--- src/rtl/hazard_pkg.sv ---
// ============================================================================
// Module  : hazard_pkg
// Purpose : Shared constants and types for the hazard/scoreboard unit:
//           forwarding select encodings and MDU scoreboard state encoding.
// Ports   : none (package)
// Revision: 1.0  initial release
// ============================================================================
`default_nettype none

package hazard_pkg;

  // Forwarding mux selects for the E-stage ALU operands
  localparam logic [1:0] FWD_REGFILE = 2'b00;
  localparam logic [1:0] FWD_W       = 2'b01;
  localparam logic [1:0] FWD_M       = 2'b10;

  // MDU scoreboard states
  typedef enum logic [0:0] {
    MDU_IDLE = 1'b0,
    MDU_BUSY = 1'b1
  } mdu_state_t;

endpackage

`default_nettype wire

--- src/rtl/mdu_scoreboard.sv ---
// ============================================================================
// Module  : mdu_scoreboard
// Purpose : Tracks one in-flight multi-cycle multiply/divide op. Captures the
//           destination on issue, counts down MDU_LATENCY cycles and raises a
//           one-cycle write enable for the register file's second write port.
// Ports   : clk, rst     - clock, async active-high reset
//           start        - MDU op issues from Execute this cycle
//           wr_reg       - destination register of the issuing op
//           busy         - op in flight
//           wb_en        - result write enable (one cycle)
//           wb_reg       - destination register of the op in flight
// Revision: 1.0  initial release
// ============================================================================
`default_nettype none

module mdu_scoreboard
  import hazard_pkg::*;
#(
  parameter int REG_ADDR_WIDTH = 5,
  parameter int MDU_LATENCY    = 4,
  parameter int CNT_WIDTH      = 3
) (
  input  logic                      clk,
  input  logic                      rst,
  input  logic                      start,
  input  logic [REG_ADDR_WIDTH-1:0] wr_reg,
  output logic                      busy,
  output logic                      wb_en,
  output logic [REG_ADDR_WIDTH-1:0] wb_reg
);

  localparam logic [CNT_WIDTH-1:0] C_LATENCY = CNT_WIDTH'(MDU_LATENCY);
  localparam logic [CNT_WIDTH-1:0] C_ONE     = CNT_WIDTH'(1);

  mdu_state_t                r_state, w_state_nxt;
  logic [CNT_WIDTH-1:0]      r_cnt,   w_cnt_nxt;
  logic [REG_ADDR_WIDTH-1:0] r_dest,  w_dest_nxt;

  always_ff @(posedge clk or posedge rst) begin
    if (rst) begin
      r_state <= MDU_IDLE;
      r_cnt   <= '0;
      r_dest  <= '0;
    end else begin
      r_state <= w_state_nxt;
      r_cnt   <= w_cnt_nxt;
      r_dest  <= w_dest_nxt;
    end
  end

  always_comb begin
    w_state_nxt = r_state;
    w_cnt_nxt   = r_cnt;
    w_dest_nxt  = r_dest;
    busy        = 1'b0;
    wb_en       = 1'b0;
    case (r_state)
      MDU_IDLE: begin
        if (start) begin
          w_state_nxt = MDU_BUSY;
          w_cnt_nxt   = C_LATENCY;
          w_dest_nxt  = wr_reg;
        end
      end
      MDU_BUSY: begin
        // A second start while busy is illegal (structurally stalled) and ignored.
        busy      = 1'b1;
        w_cnt_nxt = r_cnt - C_ONE;
        if (r_cnt == C_ONE) begin
          wb_en       = 1'b1;
          w_state_nxt = MDU_IDLE;
        end
      end
      default: w_state_nxt = MDU_IDLE;
    endcase
  end

  assign wb_reg = r_dest;

endmodule

`default_nettype wire

--- src/rtl/hazard_scoreboard_unit.sv ---
// ============================================================================
// Module  : hazard_scoreboard_unit
// Purpose : Hazard unit for the 5-stage MIPS core. Produces E/D forwarding
//           selects, load-use / branch / MDU stall and flush controls, tracks
//           one in-flight MDU op and counts stalled cycles (saturating).
// Ports   : clk, rst                         - clock, async active-high reset
//           BranchD, MduOpD, RegWriteD,
//           RsD, RtD, WriteRegD              - Decode stage info
//           RsE, RtE, WriteRegE, RegWriteE,
//           MemtoRegE, MduStartE             - Execute stage info
//           WriteRegM, RegWriteM, MemtoRegM  - Memory stage info
//           WriteRegW, RegWriteW             - Writeback stage info
//           ForwardAE/BE, ForwardAD/BD       - forwarding selects
//           StallF, StallD, FlushE           - pipeline control
//           MduWbEn, MduWbReg, MduBusy       - MDU scoreboard status
//           StallCount                       - saturating StallD cycle count
// Revision: 1.0  initial release
// ============================================================================
`default_nettype none

module hazard_scoreboard_unit
  import hazard_pkg::*;
#(
  parameter int REG_ADDR_WIDTH  = 5,
  parameter int FWD_SEL_WIDTH   = 2,
  parameter int MDU_LATENCY     = 4,
  parameter int CNT_WIDTH       = 3,
  parameter int STALL_CNT_WIDTH = 16
) (
  input  logic                       clk,
  input  logic                       rst,
  input  logic                       BranchD,
  input  logic                       MduOpD,
  input  logic                       RegWriteD,
  input  logic [REG_ADDR_WIDTH-1:0]  RsD,
  input  logic [REG_ADDR_WIDTH-1:0]  RtD,
  input  logic [REG_ADDR_WIDTH-1:0]  WriteRegD,
  input  logic [REG_ADDR_WIDTH-1:0]  RsE,
  input  logic [REG_ADDR_WIDTH-1:0]  RtE,
  input  logic [REG_ADDR_WIDTH-1:0]  WriteRegE,
  input  logic                       RegWriteE,
  input  logic                       MemtoRegE,
  input  logic                       MduStartE,
  input  logic [REG_ADDR_WIDTH-1:0]  WriteRegM,
  input  logic                       RegWriteM,
  input  logic                       MemtoRegM,
  input  logic [REG_ADDR_WIDTH-1:0]  WriteRegW,
  input  logic                       RegWriteW,
  output logic [FWD_SEL_WIDTH-1:0]   ForwardAE,
  output logic [FWD_SEL_WIDTH-1:0]   ForwardBE,
  output logic                       ForwardAD,
  output logic                       ForwardBD,
  output logic                       StallF,
  output logic                       StallD,
  output logic                       FlushE,
  output logic                       MduWbEn,
  output logic [REG_ADDR_WIDTH-1:0]  MduWbReg,
  output logic                       MduBusy,
  output logic [STALL_CNT_WIDTH-1:0] StallCount
);

  logic w_lwstall;
  logic w_branchstall;
  logic w_mdustall;
  logic w_stall;
  logic [STALL_CNT_WIDTH-1:0] r_stall_cnt;

  // --------------------------------------------------------------------------
  // E-stage forwarding: the M stage holds the younger result, so it wins.
  // --------------------------------------------------------------------------
  always_comb begin
    ForwardAE = FWD_SEL_WIDTH'(FWD_REGFILE);
    if (RsE != '0 && RsE == WriteRegM && RegWriteM)
      ForwardAE = FWD_SEL_WIDTH'(FWD_M);
    else if (RsE != '0 && RsE == WriteRegW && RegWriteW)
      ForwardAE = FWD_SEL_WIDTH'(FWD_W);

    ForwardBE = FWD_SEL_WIDTH'(FWD_REGFILE);
    if (RtE != '0 && RtE == WriteRegM && RegWriteM)
      ForwardBE = FWD_SEL_WIDTH'(FWD_M);
    else if (RtE != '0 && RtE == WriteRegW && RegWriteW)
      ForwardBE = FWD_SEL_WIDTH'(FWD_W);
  end

  assign ForwardAD = (RsD != '0) && (RsD == WriteRegM) && RegWriteM;
  assign ForwardBD = (RtD != '0) && (RtD == WriteRegM) && RegWriteM;

  // --------------------------------------------------------------------------
  // Stall sources
  // --------------------------------------------------------------------------
  assign w_lwstall = MemtoRegE && (RtE != '0) && ((RsD == RtE) || (RtD == RtE));

  // Branch compares in D: an ALU result still in E, or a load still in M,
  // cannot be forwarded in time.
  assign w_branchstall = BranchD &&
      ((RegWriteE && (WriteRegE != '0) && ((WriteRegE == RsD) || (WriteRegE == RtD))) ||
       (MemtoRegM && (WriteRegM != '0) && ((WriteRegM == RsD) || (WriteRegM == RtD))));

  // MDU hazards: RAW/WAW against the op in flight, RAW/WAW against the op
  // issuing this cycle (not yet captured), and the single-MDU structural limit.
  assign w_mdustall =
      (MduBusy && ((((RsD == MduWbReg) || (RtD == MduWbReg)) && (MduWbReg != '0)) ||
                   (RegWriteD && (WriteRegD == MduWbReg)))) ||
      (MduStartE && (WriteRegE != '0) &&
       ((WriteRegE == RsD) || (WriteRegE == RtD) || (RegWriteD && (WriteRegD == WriteRegE)))) ||
      (MduOpD && (MduBusy || MduStartE));

  assign w_stall = w_lwstall || w_branchstall || w_mdustall;
  assign StallF  = w_stall;
  assign StallD  = w_stall;
  assign FlushE  = w_stall;

  // --------------------------------------------------------------------------
  // MDU scoreboard
  // --------------------------------------------------------------------------
  mdu_scoreboard #(
    .REG_ADDR_WIDTH (REG_ADDR_WIDTH),
    .MDU_LATENCY    (MDU_LATENCY),
    .CNT_WIDTH      (CNT_WIDTH)
  ) u_mdu_scoreboard (
    .clk    (clk),
    .rst    (rst),
    .start  (MduStartE),
    .wr_reg (WriteRegE),
    .busy   (MduBusy),
    .wb_en  (MduWbEn),
    .wb_reg (MduWbReg)
  );

  // --------------------------------------------------------------------------
  // Saturating stall-cycle counter
  // --------------------------------------------------------------------------
  always_ff @(posedge clk or posedge rst) begin
    if (rst)
      r_stall_cnt <= '0;
    else if (w_stall && (r_stall_cnt != '1))
      r_stall_cnt <= r_stall_cnt + 1'b1;
  end

  assign StallCount = r_stall_cnt;

endmodule

`default_nettype wire
--- config.mk ---
export PLATFORM = sky130hd
export DESIGN_NAME = hazard_scoreboard_unit
export DESIGN_NICKNAME = d
export VERILOG_FILES = /design/src/rtl/hazard_pkg.sv /design/src/rtl/mdu_scoreboard.sv /design/src/rtl/hazard_scoreboard_unit.sv
export SDC_FILE = /design/constraint.sdc
export NUM_CORES = 1
export LEC_CHECK = 0
export ABC_AREA = 0
export BUFFER_PORTS_ARGS = -buffer_cell sky130_fd_sc_hd__buf_2
export CAP_MARGIN = 20
export CORE_MARGIN = 3
export CORE_UTILIZATION = 35
export DETAILED_ROUTE_END_ITERATION = 8
export GPL_TIMING_DRIVEN = 0
export PLACE_DENSITY_LB_ADDON = 0.2
export SYNTH_ARGS = -nofsm -noshare
export SYNTH_HDL_FRONTEND = slang
export SYNTH_SLANG_ARGS = --single-unit
export TNS_END_PERCENT = 50
--- constraint.sdc ---
create_clock -name clk -period 3.7 [get_ports clk]
set_clock_uncertainty 0.2 [all_clocks]
set_input_delay 0.555 -clock clk [delete_from_list [all_inputs] [get_ports clk]]
set_output_delay 0.555 -clock clk [all_outputs]
set_load 0.1 [all_outputs]
### After elaboration in Yosys (flattened, before gate mapping)

Cells that the tools add are included.
W data, S select, Z words.

| storage, ports and cells | value |
|---|---|
| bits in latches | 0 |
| bits in read-only memories | 0 |
| register bits after elaboration | 25 |
| memory bits (writable) | 0 |
| output and inout port bits | 32 |
| word-level logic and storage cells | 85 |
| memories | 0 |

| operators by class | value |
|---|---|
| multipliers | 0 |
| magnitude comparators | 0 |
| div/mod/pow operators | 0 |
| reductions and logical operators | 47 |
| eq/ne operators | 19 |
| multiplexer cells | 12 |
| add/subtract/negate cells | 2 |
| shift operators | 0 |
| bitwise logic cells | 1 |

Operators with widths:

| operator | number |
|---|---|
| $eq A5 B5 Y1 | 16 |
| $reduce_bool A5 Y1 | 7 |
| $logic_and A1 B1 Y1 | 27 |
| $add A16 B1 Y16 const B | 1 |
| $ne A16 B16 Y1 const B | 1 |
| $logic_or A1 B1 Y1 | 12 |
| $mux W1 | 7 |
| $pmux W3 S2 | 1 |
| $mux W2 | 2 |
| $eq A3 B1 Y1 const B | 1 |
| $mux W3 | 1 |
| $sub A3 B1 Y3 const B | 1 |
| $ne A2 B2 Y1 const B | 1 |
| $pmux W1 S2 | 1 |
| $reduce_and A2 Y1 | 1 |
| $not A1 Y1 | 1 |

### Longest topological paths before layout

| logic depth | value |
|---|---|
| word-level depth | 9 |
| mapped depth | 10 |
| depth with buffers taken out | 8 |

### By module

From an unflattened synthesis, not the netlist that was laid out.

| second synthesis, totals | value |
|---|---|
| cells, all modules | 255 |
| area, all modules | 2215.9 um2 |

By module, submodules not included:

| module | times used | sequential area each (um2) | area each (um2) | cells each |
|---|---|---|---|---|
| hazard_scoreboard_unit | 1 | 400.4 | 1803.0 | 226 |
| mdu_scoreboard | 1 | 225.2 | 412.9 | 29 |

### Worst setup path before layout

OpenSTA, ideal clock, no wires.

| timing | value |
|---|---|
| path kind | input port to output port |
| start point | in RtE[3] |
| end point | out ForwardBE[0] |
| data arrival time | 5.991 ns |
| cell stages on the path | 5 |
| slack | -3.046 ns |
| path buffers | 1 |
| path through | clkbuf_1 > or4_4 > nor2_1 > nor4_1 > nor4_1 |

| between the ends | value |
|---|---|
| longest elaborated chain between the ends | 5 |

Ends and longest elaborated chain:

| what | line | source |
|---|---|---|
| start: declaration | hazard_scoreboard_unit.sv:39 | `input logic [REG_ADDR_WIDTH-1:0] RtE,` |
| $eq A5 B5 Y1 or $reduce_bool A5 Y1 (tied branches) | hazard_scoreboard_unit.sv:81, hazard_scoreboard_unit.sv:79 |  |
| $logic_and A1 B1 Y1 (2 in a row) | hazard_scoreboard_unit.sv:81 | `else if (RtE != '0 && RtE == WriteRegW && RegWriteW)` |
| $mux W1 | hazard_scoreboard_unit.sv:81 |  |
| $mux W2 (*) | hazard_scoreboard_unit.sv:79 | `if (RtE != '0 && RtE == WriteRegM && RegWriteM)` |
| end: declaration | hazard_scoreboard_unit.sv:50 | `output logic [FWD_SEL_WIDTH-1:0] ForwardBE,` |

Mark *: on every way between the ends. The rest lies on a longest branch, timed or not.

### Final worst setup path

| timing | value |
|---|---|
| start point | reg u_mdu_scoreboard.r_dest[2] (netlist: u_mdu_scoreboard.wb_reg[2]) |
| end point | out StallD |

| between the ends | value |
|---|---|
| longest elaborated chain between the ends | 8 |

Ends and longest elaborated chain:

| what | line | source |
|---|---|---|
| start: declaration | mdu_scoreboard.sv:37 | `logic [REG_ADDR_WIDTH-1:0] r_dest, w_dest_nxt;` |
| start signal: assignment | mdu_scoreboard.sv:47 | `r_dest <= w_dest_nxt;` |
| $eq A5 B5 Y1 | hazard_scoreboard_unit.sv:102 | `(MduBusy && ((((RsD == MduWbReg) \|\| (RtD == MduWbReg)) && (MduWbReg != '0)) \|\|` |
| $logic_or A1 B1 Y1 | hazard_scoreboard_unit.sv:102 |  |
| $logic_and A1 B1 Y1 | hazard_scoreboard_unit.sv:102 |  |
| $logic_or A1 B1 Y1 (*) | hazard_scoreboard_unit.sv:102 |  |
| $logic_and A1 B1 Y1 (*) | hazard_scoreboard_unit.sv:102 |  |
| $logic_or A1 B1 Y1 (*) | hazard_scoreboard_unit.sv:103 | `(RegWriteD && (WriteRegD == MduWbReg)))) \|\|` |
| $logic_or A1 B1 Y1 (*) | hazard_scoreboard_unit.sv:105 | `((WriteRegE == RsD) \|\| (WriteRegE == RtD) \|\| (RegWriteD && (WriteRegD == WriteRegE)))) \|\|` |
| $logic_or A1 B1 Y1 (*) | hazard_scoreboard_unit.sv:108 | `assign w_stall = w_lwstall \|\| w_branchstall \|\| w_mdustall;` |
| end: declaration | hazard_scoreboard_unit.sv:54 | `output logic StallD,` |

Marked as above.

==> results.json <==
{
  "status": "completed",
  "num_io_pins": 83,
  "fin_ws_ps": 399.5,
  "largest_reg_flops": 16,
  "slew_headroom": 0.3632,
  "grt_pass1_wl_mm": 9.252,
  "synth_nets": 300,
  "ant_nets": 0,
  "ys_warn_count": 0,
  "dp.cells": 383,
  "finalWeightedCongestion": 0.7839,
  "arrival_ps": 2550,
  "ff2ff_setup_slack_ps": 1110,
  "grt_max_degree": 26,
  "antenna_found_initial": 0,
  "maxCapViolations": 0,
  "clk_latency_ps": 270,
  "grt_use_total": 0.1550,
  "synth_edf_count": 0,
  "multi_input_area_mm2": 0.001511,
  "drc_errors": 0,
  "finalCritPeriodShare": 0.8920,
  "cts_tree": "built",
  "fin_nets": 367,
  "core_area_mm2": 0.006026,
  "critical_path.max_fanout": 6,
  "grt_pass1_vias": 1906,
  "drive_gt1_frac": 0.3077,
  "ys.flop_type": "dfrtp_1",
  "finalNonFillerCells": 387,
  "synth-seq-area-share": 0.2818,
  "max_clock_freq_mhz": 303.0,
  "endpoint_kind": "output port",
  "power_frac_comb": 0.658,
  "p_switching_uw": 1146,
  "finalHoldViolCount": 0,
  "rr_endpoint": "StallCount[12]$_DFFE_PP0P_",
  "power_density_mw_per_mm2": 697.4,
  "p_int_uw": 760.1,
  "switching_share": 0.6011,
  "dp_hpwl_mm": 4.558,
  "clk_pin_slew_ps": 90,
  "initial_core_util": 0.3684,
  "required_ps": 2940,
  "routed_wl_mm": 5.720,
  "worstReg2RegStart": "u_mdu_scoreboard.wb_reg[2]$_DFFE_PP0P_",
  "syn_to_final_growth_pct": 23.11,
  "pwr-share-clk": 0.087,
  "dieArea_mm2": 0.007333,
  "cts_sinks": 25,
  "register_area_um2": 625.6,
  "vias_per_cell": 4.933,
  "yosysMostFrequentCell": "xnor2_1",
  "dr.pass1.iters": 4,
  "wire_per_inst_um": 14.78,
  "pre_cts_ws_ps": 429.1,
  "max-clock-path-buffers": 2,
  "synth_common_cells": "xnor2_1, xor2_1, dfrtp_1, clkbuf_1",
  "cts_hold_buf": 0,
  "drtIter0Drc": 72,
  "synth_cell_types": 37,
  "hold_class": "in -> async",
  "rows": 28,
  "fillers": 612,
  "dr_total_vias": 1909,
  "synth.ff_latch_count": 25,
  "crit_type": "reg -> out",
  "p_leak_uw": 0.001168,
  "avgSynthCellArea_um2": 9.023,
  "tightest_slew_ps": 954.1,
  "dieHeight_um": 85.64,
  "p_seq_frac": 0.255,
  "finalSetupViolations": 0,
  "power_uw": 1906,
  "overflow": 0,
  "async_flop_share": 1.000,
  "synth_area_leader_cell": "dfrtp_1",
  "fp.dieW_um": 85.64,
  "ctsResizeCount": 0,
  "start_kind": "register",
  "yosys.area.top_type_share": 0.2818,
  "synth_area_mm2": 0.002220,
  "max-vdd-ir-drop_mv": 0.5960,
  "reg2reg_depth": 7,
  "h-tree-depth": 1,
  "rsz0062_at_grt": "no",
  "synth_area_leaders": "dfrtp_1, xnor2_1, xor2_1",
  "cts_setup_buffers": 0,
  "io_buffers": 62,
  "syn_inst": 246,
  "clock-root-buffer": "clkbuf_8",
  "slew_viol_final": 0,
  "numCtsBuffers": 3,
  "min_period_ps": 3300,
  "hold_slack_ps": 287.1,
  "diodes": 0
}
## cell type report
type / instances / share of cell area
multi-input cells: 192 / 0.5531
repair buffers: 62 / 0.1136
well taps: 75 / 0.03434
flip-flops and latches: 25 / 0.2289
plain buffers: 24 / 0.04533
inverters: 5 / 0.006868
clock inverters: 1 / 0.002747
clock buffers: 3 / 0.01511
## worst max path at each step
stage               endpoint  cells past startpoint  slack, ps                                    from
global route          StallF                      7        200  u_mdu_scoreboard.wb_reg[3]$_DFFE_PP0P_
floorplan             StallD                      6       -170  u_mdu_scoreboard.wb_reg[2]$_DFFE_PP0P_
detailed placement    StallF                      8        430                                  RtE[3]
global placement      StallF                      8        430                                  RtE[3]
finish                StallD                      7        400  u_mdu_scoreboard.wb_reg[2]$_DFFE_PP0P_
CTS                   StallF                      7        320  u_mdu_scoreboard.wb_reg[2]$_DFFE_PP0P_
## kinds of logic after synthesis
group           count (synthesis)  share of synthesized area
flops                          25                     0.2818
buf+inv                        29                    0.06425
mux                             7                    0.03551
simple gates                   80                     0.2159
xor+xnor                       84                     0.3315
compound gates                 18                    0.05412
fa+ha+maj                       3                    0.01691
## per-stage QoR
step,util,area [µm²],setup TNS [ps]
after floorplan,-,2280,-340.1
after global placement,0.4454,2684,0
after detailed placement,0.4454,2684,0
after CTS,0.4535,2733,0
after global routing,0.4535,2733,0
final,0.4535,2733,0
## per-layer routing
| metal | vias up | wire length [µm] | global-route usage |
|---|---|---|---|
| met1 | 897 | 2558 | 0.2087 |
| met2 | 50 | 2844 | 0.2691 |
| met5 | - | 0 | 0 |
| li1 | 958 | - | - |
| met4 | 0 | 35 | 0.03309 |
| met3 | 4 | 283 | 0.01537 |
## critical path, cell delays in order (launching register included)
cell and delay, ps:
dfrtp_1 480, or4_1 530, o21ai_0 180, a21oi_1 100, nor4_4 370, nand2_1 180
buf_4 160, buf_2 280
## power by group through the flow
stage          clock [µW]  sequential, µW  combinational (µW)
3_3_place_gp            0             492                1250
4_1_cts               171             488                1270
6_report              167             486                1250
3_5_place_dp            0             492                1270
2_1_floorplan           0             972                 556
5_1_grt               181             507                1340
## cells in the final DEF (no fill, tap or decap), types with 2 or more instances in the layout
| cell type | instances |
|---|---|
| a21oi_1 | 5 |
| nand3_1 | 12 |
| nor3_1 | 8 |
| clkbuf_8 | 3 |
| nor2_1 | 12 |
| nand3_2 | 6 |
| mux2_2 | 7 |
| buf_4 | 2 |
| nand2_1 | 11 |
| ha_1 | 3 |
| dfrtp_1 | 25 |
| xnor2_1 | 57 |
| nand4_1 | 10 |
| xor2_1 | 27 |
| nor4_4 | 5 |
| and3_1 | 3 |
| clkbuf_1 | 15 |
| buf_6 | 3 |
| nor2b_1 | 2 |
| inv_1 | 5 |
| buf_2 | 65 |
| or4_1 | 6 |
| o21ai_0 | 5 |
No activity file was read; power rests on OpenSTA's default activity.
